`src/rtl/alu_exec_unit_if.sv`:
```
// Request/response bundle between the ALU decode stage, the execution unit and writeback.
// The requester/consumer side uses master; the execution unit uses slave.
interface alu_exec_unit_if #(
    parameter int XLEN = 32
);
    logic            in_valid;
    logic            in_ready;
    logic [10:0]     op;
    logic [XLEN-1:0] src1;
    logic [XLEN-1:0] src2;
    logic            out_valid;
    logic            out_ready;
    logic [XLEN-1:0] result;
    logic            err;

    modport master (
        output in_valid, op, src1, src2, out_ready,
        input  in_ready, out_valid, result, err
    );

    modport slave (
        input  in_valid, op, src1, src2, out_ready,
        output in_ready, out_valid, result, err
    );
endinterface

```
`src/rtl/alu_exec_unit.sv`:
```
// Execution unit for the one-hot ALU op code: single-cycle add/sub/logic/compare,
// bit-serial shifts, and a result held in DONE until writeback accepts it.
module alu_exec_unit #(
    parameter int XLEN = 32,
    parameter int SHW  = 5
) (
    input logic          clk,
    input logic          rst,
    alu_exec_unit_if.slave bus
);

    localparam int OP_ADD  = 0;
    localparam int OP_SUB  = 1;
    localparam int OP_AND  = 2;
    localparam int OP_OR   = 3;
    localparam int OP_XOR  = 4;
    localparam int OP_SLL  = 5;
    localparam int OP_SRL  = 6;
    localparam int OP_SRA  = 7;
    localparam int OP_SLT  = 8;
    localparam int OP_SLTU = 9;
    localparam int OP_RSVD = 10;

    typedef enum logic [1:0] {
        IDLE  = 2'd0,
        SHIFT = 2'd1,
        DONE  = 2'd2
    } state_e;

    typedef enum logic [1:0] {
        SH_SLL = 2'd0,
        SH_SRL = 2'd1,
        SH_SRA = 2'd2
    } shift_e;

    state_e          state_q, state_d;
    shift_e          kind_q, kind_d;
    logic [SHW-1:0]  cnt_q, cnt_d;
    logic [XLEN-1:0] result_q, result_d;
    logic            err_q, err_d;

    logic            op_legal;
    logic            is_shift;
    logic [SHW-1:0]  shamt;
    logic [XLEN-1:0] alu_res;
    logic [XLEN-1:0] shifted;
    shift_e          req_kind;

    assign op_legal = $onehot(bus.op) && !bus.op[OP_RSVD];
    assign is_shift = bus.op[OP_SLL] | bus.op[OP_SRL] | bus.op[OP_SRA];
    assign shamt    = bus.src2[SHW-1:0];
    assign req_kind = bus.op[OP_SLL] ? SH_SLL : (bus.op[OP_SRL] ? SH_SRL : SH_SRA);

    // Single-cycle datapath; only meaningful when op is a legal non-shift code.
    always_comb begin
        alu_res = '0;
        case (1'b1)
            bus.op[OP_ADD]:  alu_res = bus.src1 + bus.src2;
            bus.op[OP_SUB]:  alu_res = bus.src1 - bus.src2;
            bus.op[OP_AND]:  alu_res = bus.src1 & bus.src2;
            bus.op[OP_OR]:   alu_res = bus.src1 | bus.src2;
            bus.op[OP_XOR]:  alu_res = bus.src1 ^ bus.src2;
            bus.op[OP_SLT]:  alu_res = XLEN'($signed(bus.src1) < $signed(bus.src2));
            bus.op[OP_SLTU]: alu_res = XLEN'(bus.src1 < bus.src2);
            default:         alu_res = '0;
        endcase
    end

    always_comb begin
        shifted = result_q;
        case (kind_q)
            SH_SLL:  shifted = {result_q[XLEN-2:0], 1'b0};
            SH_SRL:  shifted = {1'b0, result_q[XLEN-1:1]};
            SH_SRA:  shifted = {result_q[XLEN-1], result_q[XLEN-1:1]};
            default: shifted = result_q;
        endcase
    end

    // NOTE: every signal assigned here gets a default first so no path leaves it
    // unassigned, which would otherwise infer a latch.
    always_comb begin
        state_d  = state_q;
        kind_d   = kind_q;
        cnt_d    = cnt_q;
        result_d = result_q;
        err_d    = err_q;

        case (state_q)
            IDLE: begin
                if (bus.in_valid) begin
                    if (!op_legal) begin
                        result_d = '0;
                        err_d    = 1'b1;
                        state_d  = DONE;
                    end else if (is_shift) begin
                        result_d = bus.src1;
                        err_d    = 1'b0;
                        kind_d   = req_kind;
                        cnt_d    = shamt;
                        state_d  = (shamt == '0) ? DONE : SHIFT;
                    end else begin
                        result_d = alu_res;
                        err_d    = 1'b0;
                        state_d  = DONE;
                    end
                end
            end

            SHIFT: begin
                result_d = shifted;
                cnt_d    = cnt_q - SHW'(1);
                if (cnt_q == SHW'(1)) begin
                    state_d = DONE;
                end
            end

            DONE: begin
                if (bus.out_ready) begin
                    state_d = IDLE;
                end
            end

            default: state_d = IDLE;
        endcase
    end

    // NOTE: sequential state uses non-blocking assignments so every register
    // samples the pre-edge values of the others.
    always_ff @(posedge clk) begin
        if (rst) begin
            state_q  <= IDLE;
            kind_q   <= SH_SLL;
            cnt_q    <= '0;
            result_q <= '0;
            err_q    <= 1'b0;
        end else begin
            state_q  <= state_d;
            kind_q   <= kind_d;
            cnt_q    <= cnt_d;
            result_q <= result_d;
            err_q    <= err_d;
        end
    end

    assign bus.in_ready  = (state_q == IDLE);
    assign bus.out_valid = (state_q == DONE);
    assign bus.result    = result_q;
    assign bus.err       = err_q;

endmodule

```
`src/flat_wrapper.sv`:
```
// flat-port wrapper written by rule: the top's interface ports become plain ports
module alu_exec_unit_flat 
#(
    parameter int XLEN = 32,
    parameter int SHW  = 5
)
  (clk, rst, bus_in_valid, bus_op, bus_src1, bus_src2, bus_out_ready, bus_in_ready, bus_out_valid, bus_result, bus_err);
  alu_exec_unit_if #(.XLEN(XLEN)) bus_i ();
  input logic clk;
  input logic rst;
  input wire logic [$bits(bus_i.in_valid)-1:0] bus_in_valid;
  input wire logic [$bits(bus_i.op)-1:0] bus_op;
  input wire logic [$bits(bus_i.src1)-1:0] bus_src1;
  input wire logic [$bits(bus_i.src2)-1:0] bus_src2;
  input wire logic [$bits(bus_i.out_ready)-1:0] bus_out_ready;
  output wire logic [$bits(bus_i.in_ready)-1:0] bus_in_ready;
  output wire logic [$bits(bus_i.out_valid)-1:0] bus_out_valid;
  output wire logic [$bits(bus_i.result)-1:0] bus_result;
  output wire logic [$bits(bus_i.err)-1:0] bus_err;
  assign bus_i.in_valid = bus_in_valid;
  assign bus_i.op = bus_op;
  assign bus_i.src1 = bus_src1;
  assign bus_i.src2 = bus_src2;
  assign bus_i.out_ready = bus_out_ready;
  assign bus_in_ready = bus_i.in_ready;
  assign bus_out_valid = bus_i.out_valid;
  assign bus_result = bus_i.result;
  assign bus_err = bus_i.err;
  alu_exec_unit #(.XLEN(XLEN), .SHW(SHW)) u_core (.clk(clk), .rst(rst), .bus(bus_i));
endmodule
```
`config.mk`:
```
export PLATFORM = sky130hd
export DESIGN_NAME = alu_exec_unit_flat
export DESIGN_NICKNAME = d
export VERILOG_FILES = /design/src/rtl/alu_exec_unit_if.sv /design/src/rtl/alu_exec_unit.sv /design/src/flat_wrapper.sv
export SDC_FILE = /design/constraint.sdc
export NUM_CORES = 1
export LEC_CHECK = 0
export CORE_UTILIZATION = 55
export DETAILED_ROUTE_END_ITERATION = 10
export HOLD_SLACK_MARGIN = 0.02
export PLACE_DENSITY = 0.88
export SYNTH_ARGS = -nofsm -noshare
export SYNTH_HDL_FRONTEND = slang
export SYNTH_SLANG_ARGS = --single-unit
```
`constraint.sdc`:
```
create_clock -name clk -period 6.1 [get_ports clk]
set_input_delay 0.61 -clock clk [delete_from_list [all_inputs] [get_ports clk]]
set_output_delay 0.61 -clock clk [all_outputs]
set_load 0.005 [all_outputs]
```
# After elaboration in Yosys (flattened, before gate mapping)
# Index checks and enable logic that the tools add are counted.
# classes
magnitude_cmp	2
n_reduce_logical	12
n_mux	26
n_eq_ne	14
n_addsub	13
bitwise_logic	5
# ops
op	n
$mux 32	9
$pmux 32 s3	1
$lt 32x32->1	2
$pmux 32 s2	1
$add 32x32->32	1
$and 32x32->32	1
$or 32x32->32	1
$sub 32x32->32	1
$xor 32x32->32	1
$add 4x4->4	4
$mux 2	8
$mux 5	3
$reduce_and 4->1	3
$add 1x1->2	5
$pmux 5 s2	1
$ne 2x1->1 const B	3
$ne 2x2->1 const B	3
$pmux 2 s3	1
$reduce_and 3->1	2
$eq 5x1->1 const B	1
$logic_not 5->1	1
$sub 5x1->5 const B	1
$add 4x1->4	1
$eq 2x1->1 const B	2
11 further kinds	15
# totals
wordCells	78
in_bits	79
output_inout_bits	35
regBits	42

# Logic depth before layout (Yosys ltp)
# logic_depth
word_depth	12
depth_mapped	16
ltp_nobuf	16

# Worst setup path before layout
# No wires, ideal clock.
# synth_path
path_kind	input port to flip-flop
start	in bus_op[6]
end	reg u_core.result_q[16] (netlist: u_core.bus.result[16])
t_required_ns	6.009
stages	16
arrival_time_ns	4.556
n_path_buf	0
setup_time_ns	0.091
setup_slack_ns	1.453
cell_sequence	ha_1 inv_1 fa_1 fa_1 fa_1 inv_1 ha_1 fa_1 nor4b_1 nand2_1 nor2_1 nand2_1 a21oi_1 nand2_1 a221o_1 a311oi_1
# synth_between
elab_chain_len	9
elab_cells_between_ends	12
cone_classes	add/sub: 4; eq/ne: 1; mux: 4; bitwise: 2; reduce/logical: 1
# synth_lines
element	line_no	rtl
from (decl)	flat_wrapper.sv:12	input wire logic [$bits(bus_i.op)-1:0] bus_op;
$add 1x1->2 (implied by the code)	alu_exec_unit.sv:49	assign op_legal = $onehot(bus.op) && !bus.op[OP_RSVD];
$add 4x4->4 (implied by the code) (3 in series)	alu_exec_unit.sv:49	
$eq 4x1->1	alu_exec_unit.sv:49	
$logic_and 1x1->1	alu_exec_unit.sv:49	
$mux 32 *	alu_exec_unit.sv:91	if (!op_legal) begin
$mux 32 *	alu_exec_unit.sv:90	if (bus.in_valid) begin
$pmux 32 s2 *	alu_exec_unit.sv:88	case (state_q)
to (signal assigned)	alu_exec_unit.sv:140	result_q <= result_d;
to (decl)	alu_exec_unit.sv:39	logic [XLEN-1:0] result_q, result_d;
# Every way passes the cells marked *; elsewhere a longest branch is shown, timed or not. The select of a mux whose other input is x is not followed.
# A chain may end at the register's enable or synchronous reset.

# Final worst setup path
# layout_path
start	in bus_op[5]
end	reg u_core.result_q[10] (netlist: u_core.bus.result[10])
# The elaborated chain is that of the path after synthesis.

==> impl_metrics.ini <==
[synth]
synthFlopType = dfxtp_1
synth_edf_count = 0
syn_area_um2 = 8370
synthArstFlopShare_pct = 0
avgSynthCellArea_um2 = 6.95
synth_seq_cells = 42
ys_warn_count = 0
synth_nets = 1401
synth.distinct_cells = 88
synth_cells = 1205
yosysSeqAreaShare_pct = 10.0

[cts]
clk_path_buf_depth = 2
clk_latency_ns = 0.31
cts-resized-gates = 0
clk_pin_slew_ns = 0.07
numCtsBuffers = 5
hold_buffers = 0
cts_setup_buffers = 0
clkSinkCount = 42
root_buffer = clkbuf_16
htree_levels = 2
tritoncts = built

[timing]
relSlewSlack_pct = 3.30
worst_slack_ns = 0.789
slew_viol_final = 0
period_minus_slack_ns = 5.31
finalCritPeriodShare_pct = 87.1
fin_skew_ns = 0.00725
fmax_ghz = 0.188
final_hold_viol_count = 0
final.setup.tns_ns = 0
finalSetupViolCount = 0
rsz0062_at_grt = false
tightestPinTransition_ns = 1.44

[detailed_routing]
wl_um = 29900
drt_pass1_iterations = 9
vias_per_cell = 6.77
dr.first_iter.drc_count = 1272
wl_per_cell_um = 20.7
num_vias = 9753
drc = 11
postRouteAntennaNets = 0

[global_route]
grt_util_all_layers_pct = 37.6
antenna_found_initial = 0
grt_pass1_vias = 9068
grt_start_max_net_pins = 65
grt-ovfl-total = 0
grt_pass1_wl_um = 47700

[die]
io_pins = 114
fp.dieW_um = 125
fp-row-count = 44
core_area_um2 = 14700
die_area_um2 = 15700
die_h_um = 125
start_util_pct = 57.0

[worst_setup_path]
crit_arrival_ns = 5.54
crit_cells = 16
start_kind = input port
cpMaxStageDelayCell = clkdlybuf4s50_1
critPathBufInv = 3
path_max_fanout = 6
critPathMostFrequentCell = fa_1
critPathKind = input port to flip-flop
cp-end-kind = flip-flop
required_ns = 6.33
worstPathCellList = clkdlybuf4s50_1 -> ha_1 -> inv_1 -> fa_1 -> fa_1 -> fa_1 -> inv_1 -> ha_1 -> fa_1 -> nor4b_1 -> nand3_1 -> nor2_1 -> o21ai_0 -> a221oi_1 -> a211oi_1 -> nor3_1
slowest_delay_ns = 0.57
reg2regPathDepth = 10
critPathTopFamily = adder cells

[power_and_ir_drop]
power_switching_mw = 0.745
powerDensity_nw_per_um2 = 167
p_int_mw = 0.870
vdd_drop_max_uv = 115
p_seq_share_pct = 22.6
power.share.switching_pct = 46.1
p_clk_share_pct = 18.3
p_leak_nw = 3.97
pwr-share-comb_pct = 59.1

[flow_run]
max-cap-violations = 0

[place]
dp_hpwl_um = 21700
dp_slack_ns = 0.534
gp_congestion = 1.02
port_buffers = 113

[status]
violations = design-rule violations
status = finished, violations left

[min_path]
min_path_type = flip-flop to flip-flop
min_delay_path_depth = 2

[cells_and_area]
area_growth_pct = 15.2
drive_gt1_share_pct = 6.45
nets = 1451
fill_cells = 1316
final_cell_mix = nor2_1 (132), a21oi_1 (121), inv_1 (118), clkdlybuf4s50_1 (112), ha_1 (109)
antenna_cells = 0
layout_commonest_cell = nor2_1
## kinds of logic after synthesis
| kind of cell | count (synthesis) | synth area share (%) |
|---|---|---|
| AO/OA/AOI/OAI | 442 | 37.1 |
| AND/OR/NAND/NOR | 360 | 20.8 |
| buffers and inverters | 208 | 9.88 |
| adder cells (fa/ha/maj) | 117 | 18.2 |
| flip-flops | 42 | 10.0 |
| XOR/XNOR | 25 | 2.62 |
| multiplexers | 11 | 1.42 |
## Yosys cell counts (all sizes together) (5+ instances only)
cell type  instances  area, um2
a2111oi            5       62.6
o211ai            31        243
nor2             136        513
ha               109       1360
o31ai              7       67.6
inv              122        458
a21o              14        105
a31oi             14        103
o21ai             83        427
nor2b             37        231
nand4             11       75.1
nor3              31        165
nor4               5       37.5
buf               28        151
nand2b            11       68.8
o21bai            15        113
a311oi             6       52.6
or2                5       33.8
a221oi            38        358
a211o              5       45.0
a211oi            30        235
fa                 8        160
o2111ai            7       61.3
a21oi            124        632
o21a              11       90.1
o221ai             8       70.1
a221o              9       90.1
or3               12       75.1
xnor2             25        219
clkbuf            57        214
nand2             71        267
nand3             21        105
mux2               7       78.8
dfxtp             42        841
## routing by layer
layer / share of wire [%] / track usage [%] / vias up / wire length, um
li1: - / - / 4465 / -
met5: 0 / 0 / - / 0
met4: 3.9 / 14.8 / 0 / 1170
met3: 12 / 5.52 / 122 / 3440
met2: 44 / 60.9 / 674 / 13200
met1: 40 / 50.1 / 4492 / 12000
## worst min-delay path: stages (launching register included)
cell and delay [ns]:
dfxtp_1 0.31, nor2_1 0.09, nor3_1 0.04
## final timing paths
path                    start               endpoint  slack [ns]
max                 bus_op[5]  u_core.bus.result[10]        0.79
min            u_core.bus.err         u_core.bus.err        0.49
max reg2reg  u_core.kind_q[0]  u_core.bus.result[28]        3.00
min reg2reg    u_core.bus.err         u_core.bus.err        0.49
## registers in the layout, summed over array words and instances, names as in the netlist
signal and count:
u_core.bus.err 1, u_core.bus.result 32, u_core.cnt_q 5, u_core.kind_q 2, u_core.state_q 2
## layout make-up
type	instances	area, um2	area share (%)
clock buffer	7	143	1.48
sequential	42	841	8.72
multi-input combinational	955	6730	69.7
inverter	123	462	4.79
timing repair buffer	128	1240	12.8
tap	184	230	2.39
clock inverter	1	5.00	0.0519
## stage by stage
step / cell area [um2] / total power [mW] / hold slack (ns) / utilization (%) / cells
4_1_cts: 9640 / 1.59 / 0.496 / 65.6 / 1440
6_report: 9640 / 1.62 / 0.492 / 65.6 / 1440
3_5_place_dp: 9500 / 1.29 / 0.488 / 64.6 / 1432
2_1_floorplan: 8370 / 0.970 / 0.449 / - / 1205
5_1_grt: 9640 / 1.71 / 0.520 / 65.6 / 1440
3_3_place_gp: 9500 / 1.27 / 0.471 / 64.6 / 1432
## power by group through the flow
stage	combinational [mW]	sequential [mW]	clock [mW]
final	0.955	0.365	0.295
after global routing	1.04	0.368	0.305
after CTS	0.931	0.363	0.295
after detailed placement	0.925	0.368	0
after global placement	0.903	0.368	0
after floorplan	0.620	0.350	0
(Power assumes the default switching activity.)
